$ cat src/rtl/uart_tx.sv
// Serial UART transmitter: start bit, 8 data bits LSB first, parity bit, stop bit.
// A one-byte holding register lets the next byte be queued while a frame is on
// the line, so consecutive frames go out back to back with no idle gap.
module uart_tx #(
    parameter int unsigned BIT_TICKS  = 20,    // clk_br cycles per serial bit, 2..255
    parameter bit          PARITY_ODD = 1'b0   // 0 = even parity, 1 = odd parity
) (
    input  logic       clk_br,
    input  logic       rst,
    input  logic [7:0] data_in,
    input  logic       load,
    output logic       ready,
    output logic       busy,
    output logic       done,
    output logic       tx
);

    typedef enum logic [2:0] {
        IDLE   = 3'd0,
        START  = 3'd1,
        DATA   = 3'd2,
        PARITY = 3'd3,
        STOP   = 3'd4
    } state_t;

    localparam logic [7:0] TICK_LAST = 8'(BIT_TICKS - 1);

    state_t     state_q, state_d;
    logic [7:0] tick_q, tick_d;
    logic [2:0] bit_q, bit_d;
    logic [7:0] shift_q, shift_d;
    logic       par_q, par_d;
    logic [7:0] hold_q, hold_d;
    logic       hold_valid_q, hold_valid_d;
    logic       done_q, done_d;
    logic       tx_q, tx_d;

    logic       accept;
    logic       bit_end;

    // A load is only taken while the holding register is empty.
    assign accept  = load && !hold_valid_q;
    // Last cycle of the current bit period.
    assign bit_end = (tick_q == TICK_LAST);

    function automatic logic calc_par(input logic [7:0] b);
        return (^b) ^ PARITY_ODD;
    endfunction

    // State register and datapath registers; reset drops the line high at once.
    always_ff @(posedge clk_br or negedge rst) begin
        if (!rst) begin
            state_q      <= IDLE;
            tick_q       <= '0;
            bit_q        <= '0;
            shift_q      <= '0;
            par_q        <= 1'b0;
            hold_q       <= '0;
            hold_valid_q <= 1'b0;
            done_q       <= 1'b0;
            tx_q         <= 1'b1;
        end else begin
            state_q      <= state_d;
            tick_q       <= tick_d;
            bit_q        <= bit_d;
            shift_q      <= shift_d;
            par_q        <= par_d;
            hold_q       <= hold_d;
            hold_valid_q <= hold_valid_d;
            done_q       <= done_d;
            tx_q         <= tx_d;
        end
    end

    // Next-state, bit timing, holding-register control and the next line level.
    always_comb begin
        state_d      = state_q;
        tick_d       = bit_end ? 8'd0 : tick_q + 8'd1;
        bit_d        = bit_q;
        shift_d      = shift_q;
        par_d        = par_q;
        hold_d       = hold_q;
        hold_valid_d = hold_valid_q;
        done_d       = 1'b0;

        case (state_q)
            IDLE: begin
                tick_d = 8'd0;
                bit_d  = 3'd0;
                if (accept) begin
                    shift_d = data_in;
                    par_d   = calc_par(data_in);
                    state_d = START;
                end
            end

            START: begin
                if (accept) begin
                    hold_d       = data_in;
                    hold_valid_d = 1'b1;
                end
                if (bit_end) begin
                    state_d = DATA;
                    bit_d   = 3'd0;
                end
            end

            DATA: begin
                if (accept) begin
                    hold_d       = data_in;
                    hold_valid_d = 1'b1;
                end
                if (bit_end) begin
                    shift_d = shift_q >> 1;
                    if (bit_q == 3'd7) begin
                        state_d = PARITY;
                    end else begin
                        bit_d = bit_q + 3'd1;
                    end
                end
            end

            PARITY: begin
                if (accept) begin
                    hold_d       = data_in;
                    hold_valid_d = 1'b1;
                end
                if (bit_end) begin
                    state_d = STOP;
                end
            end

            STOP: begin
                if (bit_end) begin
                    done_d = 1'b1;
                    bit_d  = 3'd0;
                    if (hold_valid_q) begin
                        // Queued byte starts immediately, no idle bit between frames.
                        shift_d      = hold_q;
                        par_d        = calc_par(hold_q);
                        hold_valid_d = 1'b0;
                        state_d      = START;
                    end else if (accept) begin
                        // Load coinciding with frame end bypasses the holding register.
                        shift_d = data_in;
                        par_d   = calc_par(data_in);
                        state_d = START;
                    end else begin
                        state_d = IDLE;
                    end
                end else if (accept) begin
                    hold_d       = data_in;
                    hold_valid_d = 1'b1;
                end
            end

            default: begin
                state_d = IDLE;
                tick_d  = 8'd0;
                bit_d   = 3'd0;
            end
        endcase

        case (state_d)
            IDLE:    tx_d = 1'b1;
            START:   tx_d = 1'b0;
            DATA:    tx_d = shift_d[0];
            PARITY:  tx_d = par_d;
            STOP:    tx_d = 1'b1;
            default: tx_d = 1'b1;
        endcase
    end

    assign ready = !hold_valid_q;
    assign busy  = (state_q != IDLE);
    assign done  = done_q;
    assign tx    = tx_q;

endmodule

$ cat config.mk
export PLATFORM = sky130hd
export DESIGN_NAME = uart_tx
export DESIGN_NICKNAME = d
export VERILOG_FILES = /design/src/rtl/uart_tx.sv
export SDC_FILE = /design/constraint.sdc
export NUM_CORES = 1
export LEC_CHECK = 0
export BUFFER_PORTS_ARGS = -buffer_cell sky130_fd_sc_hd__buf_4
export CORE_ASPECT_RATIO = 0.9
export CORE_MARGIN = 3
export CORE_UTILIZATION = 30
export CTS_CLUSTER_DIAMETER = 150
export CTS_CLUSTER_SIZE = 14
export DETAILED_ROUTE_END_ITERATION = 6
export SLEW_MARGIN = 20
export SYNTH_ARGS = -nofsm -noshare
export SYNTH_HDL_FRONTEND = slang
export SYNTH_SLANG_ARGS = --single-unit
export TNS_END_PERCENT = 100
$ cat constraint.sdc
create_clock -name clk_br -period 2.22 [get_ports clk_br]
set_input_delay 0.111 -clock clk_br [delete_from_list [all_inputs] [get_ports clk_br]]
set_output_delay 0.111 -clock clk_br [all_outputs]
set_load 0.02 [all_outputs]
==> summary.txt, run 1 <==
Place
  • Placed Area: about 2200 um2
  • RePlAce Congestion: around 0.73
  • Post-DP HPWL: 2920 um
  • # port buffers: 14
  • Place WS: 0.249 ns

Setup path
  • Worst Setup SP: tick_q[0]
  • Bufs and invs on worst path: 0
  • Worst path slowest cell: dfrtp_1
  • R2r endpoint: hold_q[5]
  • Reg2reg setup slack: 0.25 ns
  • Crit-path max cell delay: roughly 0.40 ns
  • WP data arrival: about 2.1 ns
  • Critical path endpoint category: flop
  • Critical path peak fanout: 9
  • CP required: between 2 and 2.5 ns
  • CP startpoint kind: flop
  • CP delay by family, top: simple AND/OR/NAND/NOR gates
  • Worst reg-to-reg path cell count: 6
  • RR Startpoint: tick_q[0]
  • Worst-path cell chain: ha_1 -> and4bb_4 -> nand2_4 -> nand3_2 -> a21oi_4 -> mux2_2
  • Kind of critical path: flop to flop

Finish
  • Share of cells above drive strength 1: between 20% and 30%
  • Utilization after layout: between 30% and 40%
  • # diodes: 0
  • Area Overhead vs Synth: 16.0%
  • Fillers: 638
  • Final Cell Area: 2270 um2
  • Layout Nets: 215

Global routing
  • Vias in the first global route: between 1000 and 1500
  • Grt ovf: 0
  • Largest net degree at the start of global routing: 35
  • Initial antenna violation count: 0
  • GRT Overall Usage: 11.8%
  • First-pass GRT wire length: 6910 um

Pwr
  • Power Density: between 900 and 1000 nW/um2
  • Leakage: between 0.9 and 1 nW
  • Peak VDD IR: between 200 and 250 uV

STA
  • Min Hold Slack: around 0.089 ns
  • Final WS setup: ~0.25 ns
  • FMAX: a little over 500 MHz
  • Final-report setup violation count: 0
  • Final min period: 1.97 ns
  • Slew Viols, Final: 0
  • RSZ-0062 raised after global routing: no
  • Skew final: 0.00504 ns
  • Final Hold Viols: 0
  • Setup TNS: 0 ns
  • Worst slew pin tran: around 0.53 ns
  • Crit share post-route: between 80% and 90%
  • Worst slew margin: around 65%

Die
  • Die Wd: around 90 um
  • Chip height: 82.6 um
  • Initial core utilization: 31.5%
  • Die ar.: 7520 um2
  • Ports: 15
  • Core footprint: approximately 6200 um2
  • Row count: 27

Worst hold path
  • Min-Delay Path Depth: 2
  • Hold path endpoint: hold_q[0]
  • Min-delay src: data_in[0]
  • Worst min-delay path class: input port to flop

Synth
  • Post-Syn Area: around 2000 um2
  • Area leader, netlist: dfrtp_1
  • EDFF count, synth: 0
  • Avg Inst Size Synth: between 10 and 15 um2
  • Area contributors post-synth: dfrtp_1, xnor2_1, mux2_2
  • Main synth FF type: dfrtp_1
  • Count leader, synth: dfrtp_1
  • Post-synth net total: slightly below 200
  • Ys async rst share: between 90% and 100%
  • Synthesis-stage register bit count: 34
  • Register area share after synthesis: between 40% and 50%
  • Post-Synthesis Cells: between 150 and 200
  • Number of library cell types mapped by synthesis: 47
  • Synth top area share: 42.2%
  • Synth warn: 0
  • List of most frequent post-synthesis cells: dfrtp_1, nor2_1, xnor2_1

Route
  • Drt pass-1 iters: 4
  • Vias per cell: 5.00
  • Routed Antenna Nets: 0
  • Wire length per cell: between 10 and 15 um
  • Drc violations: 0
  • Iter 0 DRT Violations: between 80 and 90
  • Vias: around 1400
  • Final wirelength: slightly above 4000 um

Clock tree
  • CTS Buf Count: 5
  • Clk_lat worst skew: a little under 0.3 ns
  • Post-CTS Setup Bufs: 0
  • CTS Root Cell: clkbuf_8
  • Post-cts resize count: 0
  • Reg clk slew, reported paths: around 0.07 ns
  • Clock Tree Buf Depth: 2
  • Htree depth: 2
  • CTS sink cnt: 34
  • CTS tree: done

Run
  • Max Cap Viol: 0

Status
  • Status: finished, final reports clean
-- cell usage in the layout, fill, tap and decap left out, types with 2 or more instances in the layout --
| master | instances |
|---|---|
| inv_1 | 5 |
| a21oi_1 | 6 |
| or2_2 | 3 |
| a32oi_1 | 6 |
| buf_4 | 19 |
| and3_1 | 3 |
| o21ai_0 | 8 |
| xor2_1 | 6 |
| nand2_1 | 6 |
| dfrtp_1 | 33 |
| mux2i_1 | 2 |
| mux2_2 | 9 |
| clkbuf_8 | 6 |
| nand3_1 | 8 |
| a221o_1 | 7 |
| nor3_1 | 3 |
| xnor2_1 | 15 |
| ha_1 | 3 |
| nand2b_1 | 2 |
| nor2_1 | 24 |
-- registers in the layout, indices dropped and copies added, names as in the netlist --
signal / flops
bit_q: 3
done: 1
hold_q: 8
hold_valid_q: 1
par_q: 1
shift_q: 8
state_q: 3
tick_q: 8
tx: 1
-- metal layers --
layer / share of wire [%] / vias to the layer above / track usage (%) / wire length [um]
met3: 4.4 / 7 / 3.17 / 179
met5: 0 / - / 0 / 0
met2: 45 / 31 / 18.7 / 1820
met1: 48 / 709 / 15.0 / 1950
met4: 2.0 / 0 / 5.87 / 80
li1: - / 698 / - / -
-- through the flow --
| step | cells | power (W) |
|---|---|---|
| finish | 289 | 0.00216 |
| global route | 289 | 0.00231 |
| CTS | 289 | 0.00218 |
| detailed placement | 280 | 0.00170 |
| global placement | 280 | 0.00170 |
| floorplan | 181 | 0.00148 |
-- kinds of logic after synthesis --
kind of cell | count (synthesis) | share of synthesized area [%]
buf+inv | 13 | 3.20
fa+ha+maj | 3 | 1.92
simple gates | 58 | 16.0
flops | 34 | 43.6
mux | 12 | 6.97
compound gates | 40 | 18.9
xor+xnor | 21 | 9.41
-- layout make-up --
class	count	area (um2)	area share [%]
Timing Repair Buffer	20	153	6.73
Multi-Input combinational cell	134	1040	45.9
Inverter	6	22.5	0.993
Tap cell	87	109	4.80
Sequential cell	34	852	37.6
Clock buffer	7	86.3	3.81
Clock inverter	1	5.00	0.221
-- what timing repair did --
action | 4_1_cts | 5_1_grt
hold buffers | 1 | 0
endpoints found under the setup margin | 0 | 0
endpoints found under the hold margin | 33 | 0
-- worst reg2reg max path, cell delays in order, from the launching register on --
cell and delay [ns]:
dfrtp_1 0.40, ha_1 0.24, and4bb_4 0.23, nand2_4 0.14
nand3_2 0.15, a21oi_4 0.31, mux2_2 0.38
-- report_power, final --
group | internal [W] | total, W | switching, W
clock | 0.000250 | 0.000471 | 0.000221
combinational | 0.000373 | 0.000816 | 0.000443
sequential | 0.000759 | 0.000872 | 0.000112
total | 0.00138 | 0.00216 | 0.000777
-- how the worst max path moves through the flow --
stage | endpoint | cells past startpoint
after detailed placement | hold_q[5] | 6
after global routing | hold_q[5] | 6
final | hold_q[5] | 6
after global placement | hold_q[4] | 6
after CTS | hold_q[5] | 6
after floorplan | bit_q[0] | 7
(Power assumes the default switching activity.)
==> run 2, diff against run 1 <==
--- a/config.mk
+++ b/config.mk
@@ -5,6 +5,7 @@
 export SDC_FILE = /design/constraint.sdc
 export NUM_CORES = 1
 export LEC_CHECK = 0
+export ABC_AREA = 1
 export BUFFER_PORTS_ARGS = -buffer_cell sky130_fd_sc_hd__buf_4
 export CORE_ASPECT_RATIO = 0.9
 export CORE_MARGIN = 3
@@ -12,6 +13,7 @@
 export CTS_CLUSTER_DIAMETER = 150
 export CTS_CLUSTER_SIZE = 14
 export DETAILED_ROUTE_END_ITERATION = 6
+export REMOVE_ABC_BUFFERS = 1
 export SLEW_MARGIN = 20
 export SYNTH_ARGS = -nofsm -noshare
 export SYNTH_HDL_FRONTEND = slang
==> summary.txt, run 2 <==
Status
  • Status: finished, final reports clean

Route
  • Drc violations: 0 (unchanged)
  • Wire length per cell: 11.2 um (-20%)
  • Vias: 1879 (+30%)
  • Drt pass-1 iters: 4 (unchanged)
  • Final wirelength: 4640 um (+15%)
  • Vias per cell: 4.52 (-9.7%)
  • Iter 0 DRT Violations: 114 (+37%)
  • Routed Antenna Nets: 0 (unchanged)

Finish
  • Most frequent cells in the layout: nand2_1, inv_1, dfrtp_1, nand3_1, nor2_1
  • Share of cells above drive strength 1: 12.0% (-15 points)
  • Final Cell Area: 2430 um2 (+7.3%)
  • Most common cell after layout, fill and taps aside: nand2_1
  • Biggest registers after layout: hold_q (8), shift_q (8), tick_q (8)
  • Layout Nets: 339 (+58%)
  • Fillers: 732 (+15%)
  • # diodes: 0 (unchanged)
  • Area Overhead vs Synth: 13.9%
  • Finished Layout Cells: 416 (+44%)

Setup path
  • CP delay by family, top: simple AND/OR/NAND/NOR gates
  • Worst path slowest cell: dfrtp_1
  • WP data arrival: 2.16 ns (+0.02 ns)
  • Kind of critical path: flop to flop
  • CP required: 2.46 ns (+0.07 ns)
  • Critical path peak fanout: 15 (+6)
  • Critical path endpoint category: flop
  • Most common cell on crit path: nand2_1
  • Crit-path max cell delay: 0.39 ns (about the same)
  • CP startpoint kind: flop
  • Worst-path cell chain: ha_1 -> nand2_1 -> nor3_1 -> nand2_1 -> inv_2 -> o211ai_1 -> and2_1 -> nand3_1 -> nand2_1
  • Bufs and invs on worst path: 1 (+1)

Synth
  • Synth top area share: 38.6% (-3.6 points)
  • Area leader, netlist: dfrtp_1
  • Number of library cell types mapped by synthesis: 32 (-32%)
  • Synthesis-stage register bit count: 34 (unchanged)
  • Main synth FF type: dfrtp_1
  • Area contributors post-synth: dfrtp_1, nand2_1, inv_1
  • Post-Syn Area: 2140 um2 (+9.3%)
  • EDFF count, synth: 0 (unchanged)
  • Synth warn: 0 (unchanged)
  • Ys async rst share: 100% (unchanged)
  • Post-Synthesis Cells: 307 (+70%)
  • List of most frequent post-synthesis cells: nand2_1, inv_1, dfrtp_1
  • Count leader, synth: nand2_1
  • Avg Inst Size Synth: 6.97 um2 (-36%)
  • Register area share after synthesis: 39.8% (-3.7 points)

Die
  • Initial core utilization: 31.8% (+0.33 points)
  • Die Wd: 95.0 um (+4.3%)
  • Chip height: 86.1 um (+4.2%)
  • Core footprint: 6730 um2 (+8.2%)
  • Die ar.: 8180 um2 (+8.7%)
  • Row count: 28 (+3.7%)
  • Ports: 15 (unchanged)

Place
  • # port buffers: 14 (unchanged)
  • Post-DP HPWL: 3580 um (+23%)
  • Placed Area: 2330 um2 (+7.7%)
  • RePlAce Congestion: 0.814 (+11%)
  • Placed cells: 407 (+45%)

STA
  • Final Hold Viols: 0 (unchanged)
  • FMAX: 520 MHz (+2.4%)
  • RSZ-0062 raised after global routing: no
  • Final min period: 1.92 ns (-0.0466 ns)
  • Worst slew margin: 61.9% (-2.6 points)
  • Final-report setup violation count: 0 (unchanged)
  • Worst slew pin tran: 0.566 ns (+0.0349 ns)
  • Skew final: 0.00690 ns (+0.00186 ns)
  • Crit share post-route: 86.7% (-2.1 points)
  • Slew Viols, Final: 0 (unchanged)
  • Setup TNS: 0 ns (unchanged)

Clock tree
  • CTS sink cnt: 34 (unchanged)
  • CTS Buf Count: 5 (unchanged)
  • Clock Tree Buf Depth: 2 (unchanged)
  • Reg clk slew, reported paths: 0.07 ns (about the same)
  • CTS tree: done
  • Post-cts resize count: 0 (unchanged)
  • Clk_lat worst skew: 0.29 ns (about the same)
  • Htree depth: 2 (unchanged)
  • CTS Root Cell: clkbuf_8

Pwr
  • Power Density: 525 nW/um2 (-45%)
  • Peak VDD IR: 289 uV (+22%)
  • Leakage: 1.28 nW (+38%)

Global routing
  • Initial antenna violation count: 0 (unchanged)
  • Vias in the first global route: 1790 (+26%)
  • Largest net degree at the start of global routing: 35 (unchanged)
  • First-pass GRT wire length: 8470 um (+23%)
  • GRT Overall Usage: 13.1% (+1.3 points)
  • Grt ovf: 0 (unchanged)

Worst hold path
  • Worst min-delay path class: input port to flop

Run
  • Max Cap Viol: 0 (unchanged)
[run 2: changes by cell type after synthesis, sizes merged, moves of 5 or more]
cell   previous run  this run
a221o             7         0
a32oi             6         0
inv               5        42
mux2             10         0
nand2             8       116
nand3             9        20
nand4             0         5
o21ai             8        27
xnor2            15         4
[run 2: stage by stage]
| stage | setup WS (ns) | hold WS (ns) | utilization (%) | power (W) |
|---|---|---|---|---|
| final | 0.295 | 0.117 | 36.2 | 0.00128 |
| after global routing | 0.0649 | 0.126 | 36.2 | 0.00135 |
| after global placement | 0.348 | 0.0838 | 34.7 | 0.000810 |
| after CTS | 0.272 | 0.110 | 36.2 | 0.00130 |
| after floorplan | 0.311 | -0.185 | - | 0.000761 |
| after detailed placement | 0.284 | 0.0922 | 34.7 | 0.000815 |
[run 2: layer usage]
layer / GRT usage [%] / share of wire [%]
met2: 20.0 / 45
met1: 18.5 / 51
met5: 0 / 0
met3: 3.07 / 3.0
met4: 3.54 / 0.91
[run 2: worst register-to-register path: stages (launching register included)]
cell and delay (ns):
dfrtp_1 0.39, ha_1 0.24, nand2_1 0.08, nor3_1 0.04, nand2_1 0.29, inv_2 0.21, o211ai_1 0.31, and2_1 0.18
nand3_1 0.08, nand2_1 0.06
[run 2: path summary, 6_finish.rpt]
kind                            start  slack (ns)    endpoint  cells after the start
setup / recovery            tick_q[0]        0.30          tx                      9
min in group asynchronous         rst        0.30  shift_q[0]                      2
hold reg to reg             tick_q[0]        0.46   tick_q[0]                      1
setup reg to reg            tick_q[0]        0.30          tx                      9
max in group asynchronous         rst        1.59          tx                      2
hold / removal             data_in[1]        0.12  shift_q[1]                      3
[run 2: kinds of logic (layout without fill, tap and decap cells)]
family,Yosys count,in the layout,share of synthesized area [%]
adders and majority gates,3,3,1.76
and+or+nand+nor,171,171,33.8
xor gates and xnor gates,9,9,3.69
buffers and inverters,48,67,9.13
AOI/OAI and AO/OA,42,42,11.8
DFF,34,34,39.8
[run 2: repair_timing]
action | CTS | global route
setup buffers | 0 | 0
hold endpoints to repair | 33 | 0
endpoints found under the setup margin | 0 | 0
hold buffers | 1 | 0
[run 2: power breakdown]
group | internal (W) | switching [W] | total, W
Clock | 0.000250 | 0.000225 | 0.000475
Combinational | 0.0000595 | 0.0000849 | 0.000144
Sequential | 0.000637 | 0.0000217 | 0.000658
Total | 0.000946 | 0.000331 | 0.00128
[run 2: final cells by class]
class                      instances  area, um2  area share, %
multi-input combinational        225       1090           44.8
sequential                        34        852           35.0
inverter                          42        158           6.47
timing repair buffer              17        130           5.34
tap                               90        113           4.62
clock buffer                       7       86.3           3.55
clock inverter                     1       5.00          0.206
==> run 3, diff against run 2 <==
--- a/config.mk
+++ b/config.mk
@@ -7,12 +7,14 @@
 export LEC_CHECK = 0
 export ABC_AREA = 1
 export BUFFER_PORTS_ARGS = -buffer_cell sky130_fd_sc_hd__buf_4
-export CORE_ASPECT_RATIO = 0.9
+export CORE_ASPECT_RATIO = 0.6
 export CORE_MARGIN = 3
 export CORE_UTILIZATION = 30
 export CTS_CLUSTER_DIAMETER = 150
 export CTS_CLUSTER_SIZE = 14
 export DETAILED_ROUTE_END_ITERATION = 6
+export GPL_ROUTABILITY_DRIVEN = 0
+export GPL_TIMING_DRIVEN = 0
 export REMOVE_ABC_BUFFERS = 1
 export SLEW_MARGIN = 20
 export SYNTH_ARGS = -nofsm -noshare
==> summary.txt, run 3 (synthesis gave the netlist of run 2 again) <==
Setup path
  • Kind of critical path: flop to flop
  • WP data arrival: 2.08 ns (-0.08 ns)
  • CP startpoint kind: flop
  • Critical path peak fanout: 16 (+1)
  • CP required: 2.37 ns (-0.09 ns)
  • Critical path endpoint category: flop

Route
  • Final wirelength: 5110 um (+10%)
  • Routed Antenna Nets: 0 (unchanged)
  • Wire length per cell: 12.4 um (+11%)
  • Vias per cell: 4.60 (+1.9%)
  • Vias: 1891 (+0.64%)
  • Iter 0 DRT Violations: 111 (-2.6%)
  • Drt pass-1 iters: 4 (unchanged)
  • Drc violations: 0 (unchanged)

Die
  • Die ar.: 8210 um2 (+0.39%)
  • Ports: 15 (unchanged)
  • Initial core utilization: 31.5% (-0.30 points)
  • Row count: 23 (-18%)
  • Core footprint: 6790 um2 (+0.97%)
  • Die Wd: 115 um (+21%)
  • Chip height: 71.4 um (-17%)

Global routing
  • Vias in the first global route: 1770 (-1.1%)
  • Initial antenna violation count: 0 (unchanged)
  • Grt ovf: 0 (unchanged)
  • First-pass GRT wire length: 8660 um (+2.2%)
  • GRT Overall Usage: 13.2% (+0.15 points)
  • Met2 GRT Util: 18.3% (-1.8 points)
  • Most used routing layer: met1
  • Met3 Resource Use GR: 2.78% (-0.29 points)
  • GRT met1 Usage: 21.0% (+2.5 points)
  • Largest net degree at the start of global routing: 35 (unchanged)

STA
  • Final Hold Viols: 0 (unchanged)
  • Final-report setup violation count: 0 (unchanged)
  • Worst slew margin: 65.0% (+3.1 points)
  • FMAX: 518 MHz (-0.27%)
  • Skew final: 0.00432 ns (-0.00258 ns)
  • Min Hold Slack: 0.118 ns (+0.00124 ns)
  • Crit share post-route: 86.9% (+0.24 points)
  • Final min period: 1.93 ns (+0.00530 ns)
  • Slew Viols, Final: 0 (unchanged)
  • Worst slew pin tran: 0.523 ns (-0.0438 ns)
  • RSZ-0062 raised after global routing: no

Run
  • Max Cap Viol: 0 (unchanged)

Clock tree
  • Reg clk slew, reported paths: 0.06 ns (about the same)
  • Htree depth: 2 (unchanged)
  • CTS Root Cell: clkbuf_16
  • CTS sink cnt: 34 (unchanged)
  • Clk_lat worst skew: 0.28 ns (about the same)
  • CTS Buf Count: 5 (unchanged)
  • Clock Tree Buf Depth: 2 (unchanged)
  • Post-CTS Setup Bufs: 0 (unchanged)
  • CTS tree: done

Pwr
  • Leakage: 1.32 nW (+2.6%)
  • Power Density: 641 nW/um2 (+22%)
  • Peak VDD IR: 301 uV (+4.2%)

Place
  • Post-DP HPWL: 3720 um (+4.1%)
  • Placed Area: 2320 um2 (-0.59%)
  • Placed cells: 402 (-1.2%)
  • # port buffers: 14 (unchanged)

Finish
  • Most common cell after layout, fill and taps aside: nand2_1
  • Area Overhead vs Synth: 17.4%
  • Fillers: 706 (-3.6%)
  • Biggest registers after layout: hold_q (8), shift_q (8), tick_q (8)
  • Final Cell Area: 2510 um2 (+3.1%)
  • Layout Nets: 337 (-0.59%)
  • Share of cells above drive strength 1: 13.0% (+1.0 points)
  • # diodes: 0 (unchanged)
  • Finished Layout Cells: 411 (-1.2%)
  • Most frequent cells in the layout: nand2_1, inv_1, dfrtp_1, nand3_1, nor2_1

Status
  • Status: finished, final reports clean

Worst hold path
  • Worst min-delay path class: input port to flop
## run 3: cell count changes in the layout (fill, tap and decap cells not counted), sizes merged
cell    before  now
clkbuf       7    5
clkinv       1    2
buf         16   14
bufinv       0    1
## run 3: metrics by stage
stage               util, %  power, W  setup WS (ns)   TNS [ns]
floorplan                 -  0.000761          0.311          0
global placement       34.1  0.000812         -0.330      -2.40
detailed placement     34.2  0.000818      -0.000731  -0.000731
CTS                    36.8   0.00162          0.127          0
global route           37.0   0.00168         0.0749          0
finish                 37.0   0.00161          0.290          0
## run 3: cell type report
type	count	area, um2	share of cell area (%)
Multi-Input combinational cell	225	1110	44.1
Sequential cell	34	853	34.0
Inverter	42	160	6.38
Clock buffer	5	125	4.99
Timing Repair Buffer	15	115	4.59
Tap cell	87	109	4.34
Clock inverter	3	40.0	1.60
## run 3: final timing paths
kind                            depth (start not counted)         start  slack, ns        end
worst min register to register                          1     tick_q[0]       0.46  tick_q[0]
min in group asynchronous                               2           rst       0.33   bit_q[0]
max in group asynchronous                               2           rst       1.53         tx
worst min-delay path                                    3    data_in[1]       0.12  hold_q[1]
worst max-delay path                                    6  hold_valid_q       0.29  hold_q[5]
worst max register to register                          6  hold_valid_q       0.29  hold_q[5]
## run 3: what timing repair did
| item | in CTS | in global routing |
|---|---|---|
| hold endpoints to repair | 33 | 0 |
| setup endpoints to repair | 1 | 10 |
| hold buffers | 1 | 0 |
| resized for setup | 1 | 4 |
| cloned | 0 | 0 |
## run 3: per-layer routing
metal  wire length [um]  share of wire [%]
met1               2810                 55
met2               2030                 40
met3                222                4.3
met4                 40               0.78
met5                  0                  0
## run 3: power by group
part | leakage (nW) | internal (W) | switching, W | total (W)
clock | 0.0836 | 0.000525 | 0.000275 | 0.000800
combinational | 0.823 | 0.0000596 | 0.0000897 | 0.000149
sequential | 0.409 | 0.000637 | 0.0000211 | 0.000658
## run 3: critical path, cell delays in order, from the launching register on
cell,delay [ns]
dfrtp_2,0.51
inv_1,0.26
nand2_2,0.23
inv_1,0.25
nand3_2,0.33
nand2_1,0.13
o21ai_1,0.08
